<file path="src/rtl/divider_pkg.sv">
// Shared types and helpers for the iterative divider.
//   div_state_e : control FSM states (IDLE accepts operands, CALC runs the loop)
//   CNT_W       : iteration counter width for the default 8-bit divider
//   cnt_width() : counter width for an arbitrary divisor width
package divider_pkg;

    typedef enum logic [0:0] {
        IDLE = 1'b0,
        CALC = 1'b1
    } div_state_e;

    localparam int unsigned DIN_W_DEFAULT = 8;
    localparam int unsigned CNT_W         = $clog2(DIN_W_DEFAULT);

    // At least one bit so the counter never collapses to zero width.
    function automatic int unsigned cnt_width(input int unsigned din_w);
        return (din_w <= 2) ? 1 : $clog2(din_w);
    endfunction

endpackage

</file>
<file path="src/rtl/restoring_div_step.sv">
// One combinational restoring radix-2 division step.
// Ports:
//   r_i       : partial remainder, one bit wider than the divisor
//   q_i       : quotient / remaining-dividend shift register
//   divisor_i : divisor
//   r_next_o  : partial remainder after shift and conditional subtract
//   q_next_o  : shift register with the new quotient bit in bit 0
module restoring_div_step #(
    parameter int unsigned DIN_W = 8
) (
    input  logic [DIN_W:0]   r_i,
    input  logic [DIN_W-1:0] q_i,
    input  logic [DIN_W-1:0] divisor_i,
    output logic [DIN_W:0]   r_next_o,
    output logic [DIN_W-1:0] q_next_o
);

    logic [DIN_W+1:0] shifted;
    logic [DIN_W+1:0] trial;
    logic             trial_ok;

    // Carry the full R into the subtraction so its sign bit is a true borrow.
    always_comb begin
        shifted  = {r_i, q_i[DIN_W-1]};
        trial    = shifted - {2'b00, divisor_i};
        trial_ok = ~trial[DIN_W+1];
        r_next_o = trial_ok ? trial[DIN_W:0] : shifted[DIN_W:0];
        q_next_o = {q_i[DIN_W-2:0], trial_ok};
    end

endmodule

</file>
<file path="src/rtl/fast_divider.sv">
// Iterative unsigned divider with a single-cycle early-out path.
// Ports:
//   clk, rst          : clock, synchronous active-high reset
//   dividend_i        : DIVIDEND_W-bit unsigned dividend
//   divisor_i         : DIN_W-bit unsigned divisor
//   operands_valid_i  : operands present; accepted when operands_ready_o is high
//   operands_ready_o  : block idle and able to accept operands
//   quotient_o        : registered quotient
//   remainder_o       : registered remainder
//   result_valid_o    : one-cycle pulse per accepted operation
//   div_by_zero_o     : result qualifier, divisor was zero
//   overflow_o        : result qualifier, quotient did not fit in DIN_W bits
module fast_divider
    import divider_pkg::*;
#(
    parameter  int unsigned DIN_W      = 8,
    localparam int unsigned DIVIDEND_W = 2 * DIN_W
) (
    input  logic                  clk,
    input  logic                  rst,
    input  logic [DIVIDEND_W-1:0] dividend_i,
    input  logic [DIN_W-1:0]      divisor_i,
    input  logic                  operands_valid_i,
    output logic                  operands_ready_o,
    output logic [DIN_W-1:0]      quotient_o,
    output logic [DIN_W-1:0]      remainder_o,
    output logic                  result_valid_o,
    output logic                  div_by_zero_o,
    output logic                  overflow_o
);

    localparam int unsigned          CW       = cnt_width(DIN_W);
    localparam logic [CW-1:0]        LAST_CNT = CW'(DIN_W - 1);

    div_state_e         state_q, state_d;
    logic [CW-1:0]      cnt_q, cnt_d;
    logic [DIN_W:0]     r_q, r_d;
    logic [DIN_W-1:0]   q_q, q_d;
    logic [DIN_W-1:0]   dvs_q, dvs_d;
    logic [DIN_W-1:0]   quo_q, quo_d;
    logic [DIN_W-1:0]   rem_q, rem_d;
    logic               valid_q, valid_d;
    logic               dbz_q, dbz_d;
    logic               ovf_q, ovf_d;

    logic [DIN_W:0]     r_next;
    logic [DIN_W-1:0]   q_next;
    logic [DIN_W-1:0]   hi;
    logic               accept;

    restoring_div_step #(
        .DIN_W(DIN_W)
    ) u_step (
        .r_i       (r_q),
        .q_i       (q_q),
        .divisor_i (dvs_q),
        .r_next_o  (r_next),
        .q_next_o  (q_next)
    );

    assign hi               = dividend_i[DIVIDEND_W-1:DIN_W];
    assign operands_ready_o = (state_q == IDLE) && !rst;
    assign accept           = operands_valid_i && operands_ready_o;

    always_comb begin
        state_d = state_q;
        cnt_d   = cnt_q;
        r_d     = r_q;
        q_d     = q_q;
        dvs_d   = dvs_q;
        quo_d   = quo_q;
        rem_d   = rem_q;
        valid_d = 1'b0;
        dbz_d   = dbz_q;
        ovf_d   = ovf_q;

        unique case (state_q)
            IDLE: begin
                if (accept) begin
                    if (divisor_i == '0) begin
                        valid_d = 1'b1;
                        dbz_d   = 1'b1;
                        ovf_d   = 1'b0;
                        quo_d   = '1;
                        rem_d   = dividend_i[DIN_W-1:0];
                    end else if (hi >= divisor_i) begin
                        valid_d = 1'b1;
                        dbz_d   = 1'b0;
                        ovf_d   = 1'b1;
                        quo_d   = '1;
                        rem_d   = '0;
                    end else if (dividend_i < DIVIDEND_W'(divisor_i)) begin
                        valid_d = 1'b1;
                        dbz_d   = 1'b0;
                        ovf_d   = 1'b0;
                        quo_d   = '0;
                        rem_d   = dividend_i[DIN_W-1:0];
                    end else begin
                        // hi < divisor here, so the quotient fits in DIN_W bits.
                        r_d     = {1'b0, hi};
                        q_d     = dividend_i[DIN_W-1:0];
                        dvs_d   = divisor_i;
                        cnt_d   = '0;
                        state_d = CALC;
                    end
                end
            end
            CALC: begin
                r_d   = r_next;
                q_d   = q_next;
                cnt_d = cnt_q + CW'(1);
                if (cnt_q == LAST_CNT) begin
                    quo_d   = q_next;
                    rem_d   = r_next[DIN_W-1:0];
                    dbz_d   = 1'b0;
                    ovf_d   = 1'b0;
                    valid_d = 1'b1;
                    cnt_d   = '0;
                    state_d = IDLE;
                end
            end
            default: state_d = IDLE;
        endcase
    end

    always_ff @(posedge clk) begin
        if (rst) begin
            state_q <= IDLE;
            cnt_q   <= '0;
            r_q     <= '0;
            q_q     <= '0;
            dvs_q   <= '0;
            quo_q   <= '0;
            rem_q   <= '0;
            valid_q <= 1'b0;
            dbz_q   <= 1'b0;
            ovf_q   <= 1'b0;
        end else begin
            state_q <= state_d;
            cnt_q   <= cnt_d;
            r_q     <= r_d;
            q_q     <= q_d;
            dvs_q   <= dvs_d;
            quo_q   <= quo_d;
            rem_q   <= rem_d;
            valid_q <= valid_d;
            dbz_q   <= dbz_d;
            ovf_q   <= ovf_d;
        end
    end

    assign quotient_o     = quo_q;
    assign remainder_o    = rem_q;
    assign result_valid_o = valid_q;
    assign div_by_zero_o  = dbz_q;
    assign overflow_o     = ovf_q;

endmodule

</file>
<file path="config.mk">
export PLATFORM = sky130hd
export DESIGN_NAME = fast_divider
export DESIGN_NICKNAME = d
export VERILOG_FILES = /design/src/rtl/divider_pkg.sv /design/src/rtl/restoring_div_step.sv /design/src/rtl/fast_divider.sv
export SDC_FILE = /design/constraint.sdc
export NUM_CORES = 1
export LEC_CHECK = 0
export BUFFER_PORTS_ARGS = -buffer_cell sky130_fd_sc_hd__buf_2
export CAP_MARGIN = 20
export CORE_MARGIN = 3
export CORE_UTILIZATION = 57
export DETAILED_ROUTE_END_ITERATION = 16
export MAX_ROUTING_LAYER = met4
export PLACE_DENSITY_LB_ADDON = 0.15
export SYNTH_ARGS = -nofsm -noshare
export SYNTH_HDL_FRONTEND = slang
export SYNTH_HIERARCHICAL = 1
export SYNTH_SLANG_ARGS = --single-unit
</file>
<file path="constraint.sdc">
create_clock -name clk -period 3.13 [get_ports clk]
set_input_delay 0 -clock clk [delete_from_list [all_inputs] [get_ports clk]]
set_output_delay 0 -clock clk [all_outputs]
set_load 0.03 [all_outputs]
</file>
==> impl_metrics.toml <==
[status]
status = "completed"

[sta]
relSlewSlack_pct = 51.8
finalCriticalPeriod_ns = 2.71
fmax_ghz = 0.368
finalCritPeriodShare_pct = 86.7
slew_violations = 0
finalSetupTns_ns = 0
max_slew.worst_pin.slew_ns = 0.705
finClkSkew_ns = 0.00751
finalSetupViolCount = 0
rsz0062_at_grt = "no"
final_hold_viol_count = 0
fin_ws_ns = 0.416

[job]
cap_viol_max_count = 0

[cells_and_area]
final_common_cell = "nand2_1"
antennaDiodeCount = 0
drive_above_1_share_pct = 20.5
layout.nets = 462
syn_to_final_growth_pct = 13.7
stdcell_count = 477
final_cell_mix = "58 x nand2_1, 48 x dfxtp_1, 46 x buf_2"
fill_cells = 418

[clock_tree]
insertion_delay_ns = 0.30
cts_tree = "done"
post-cts-setup-buffers = 0
path_clk_slew_ns = 0.09
cts_num_sinks = 48
cts-root-buf = "clkbuf_8"
clockBufferDepth = 2
htree_levels = 2
cts_resized = 0
cts_buffers = 5

[placed_design]
gp_congestion = 0.891
port_buffers = 46
place_ws_ns = 0.615
place_inst = 457
dp_hpwl_um = 5520

[die]
die_y_um = 78.6
dieArea_um2 = 6180
die_x_um = 78.6
coreArea_um2 = 4910
ios = 47
initial_core_util_pct = 61.2
rows = 25

[critical_path]
worstSetupPathType = "in -> reg"
crit_required_ns = 3.37
worstSetupStartpoint = "divisor_i[2]"
end_kind = "flop"
startpoint_type = "input port"
arrival_ns = 2.95
timing.rr.start = "dvs_q[4]"
ff2ff_path_depth = 9
crit_path_max_fanout = 20

[routing]
firstDrtPassIters = 5
routed_wl_um = 7630
drc = 0
routedWlPerCell_um = 16.0
drtIter0Drc = 264
vias_per_cell = 5.81
ant_nets = 0
vias = 2772

[yosys]
synthMuxAreaShare_pct = 3.16
avgSynthCellArea_um2 = 8.24
synth_edf_count = 0
synth.distinct_cells = 56
ys_seq_elements = 48
async_flop_share_pct = 0
synth_compound_gate_area_share_pct = 22.5
synthAdderAreaFrac_pct = 11.1
synth_xor_area_share_pct = 1.46
synthFlopType = "dfxtp_1"
synth_top_family_by_area = "compound AO/OA/AOI/OAI gates"
yosys_warnings = 6
syn-cell-area_um2 = 3010
ys_seq_area_share_pct = 31.9
synth_nets = 418
yosys.area_share.simple_pct = 21.3
synthCells = 365

[grt]
grt_pass1_wl_um = 12400
grt_max_degree = 42
grt.total_usage_pct = 26.3
antenna_found_initial = 0
overflow = 0
first_global_vias = 2580

[power_and_ir_drop]
ir_drop_uv = 236
power.leakage_nw = 1.46
power.density_nw_per_um2 = 489

[min_path]
hold_path_depth = 3
min_from = "dividend_i[4]"
min_path_type = "in -> reg"
==> Yosys cell counts (4+ instances only) <==
library cell	count	area [um^2]
nor3_1	7	35.0
nand2_1	58	218
nand3_1	12	60.1
mux2_4	5	75.1
nor4_1	4	25.0
a22oi_1	4	30.0
a31oi_1	5	31.3
a221oi_2	7	105
dfxtp_1	48	961
a221oi_1	6	52.6
inv_1	26	97.6
clkbuf_1	11	41.3
a211oi_1	7	52.6
buf_4	9	67.6
a21oi_1	35	175
nor2_1	36	135
a311oi_1	4	35.0
ha_1	25	313
==> timing repair <==
item,4_1_cts,5_1_grt
hold buffers,12,0
endpoints found under the setup margin,0,0
endpoints found under the hold margin,12,0
==> layer usage <==
metal	vias to the layer above	routed length, um	track usage (%)
li1	1369	-	-
met1	1283	3420	34.4
met2	112	3640	42.8
met3	8	478	3.90
met4	0	89	6.29
met5	-	0	-
==> stage by stage <==
| step | instance area [um^2] | hold WS [ns] | power (mW) | utilization, % |
|---|---|---|---|---|
| final | 3420 | 0.00591 | 1.67 | 69.7 |
| after floorplan | 3010 | 0.136 | 1.17 | - |
| after global placement | 3200 | 0.263 | 1.26 | 65.2 |
| after detailed placement | 3200 | 0.275 | 1.27 | 65.2 |
| after global routing | 3420 | 0.00807 | 1.77 | 69.7 |
| after CTS | 3420 | 0.000598 | 1.67 | 69.7 |
==> flip-flops by register name (all words and copies together) (netlist names) <==
| name | flops |
|---|---|
| div_by_zero_o | 1 |
| remainder_o | 8 |
| result_valid_o | 1 |
| cnt_q | 3 |
| quotient_o | 8 |
| overflow_o | 1 |
| dvs_q | 8 |
| q_q | 8 |
| state_q | 1 |
| r_q | 9 |
==> kinds of logic (layout without fill, tap and decap cells) <==
kind of cell	Yosys count	count (layout)
buffers and inverters	53	98
multiplexers	7	7
flip-flops	48	48
adder cells (fa/ha/maj)	26	26
AO/OA/AOI/OAI	90	90
XOR/XNOR	5	5
AND/OR/NAND/NOR	136	136
==> report_power, final <==
part	switching, mW	internal (mW)	leakage [nW]	total (mW)
Combinational	0.344	0.252	1.03	0.597
Sequential	0.0324	0.654	0.392	0.686
Clock	0.212	0.179	0.0434	0.391
==> final timing paths <==
check                                       to  slack [ns]
worst min-delay path            remainder_o[4]       0.006
worst max-delay path             quotient_o[2]        0.42
worst min register to register        dvs_q[4]        0.46
worst max register to register  remainder_o[5]        0.58
==> critical path, stage by stage <==
cell           delay, ns
dlygate4sd3_1       0.53
buf_2               0.14
inv_1               0.11
ha_1                0.26
a211oi_1            0.23
o21ai_0             0.14
a221oi_2            0.44
o31a_1              0.68
buf_4               0.27
nor2_1              0.05
a21oi_1             0.10
==> layout make-up <==
type	count	area, um^2	share of cell area (%)
clock buffers	6	82.6	2.41
clock inverters	2	15.0	0.439
inverters	27	101	2.96
multi-input cells	264	1790	52.3
flip-flops and latches	48	961	28.1
well taps	67	83.8	2.45
repair buffers	63	388	11.3
(Power assumes the default switching activity.)
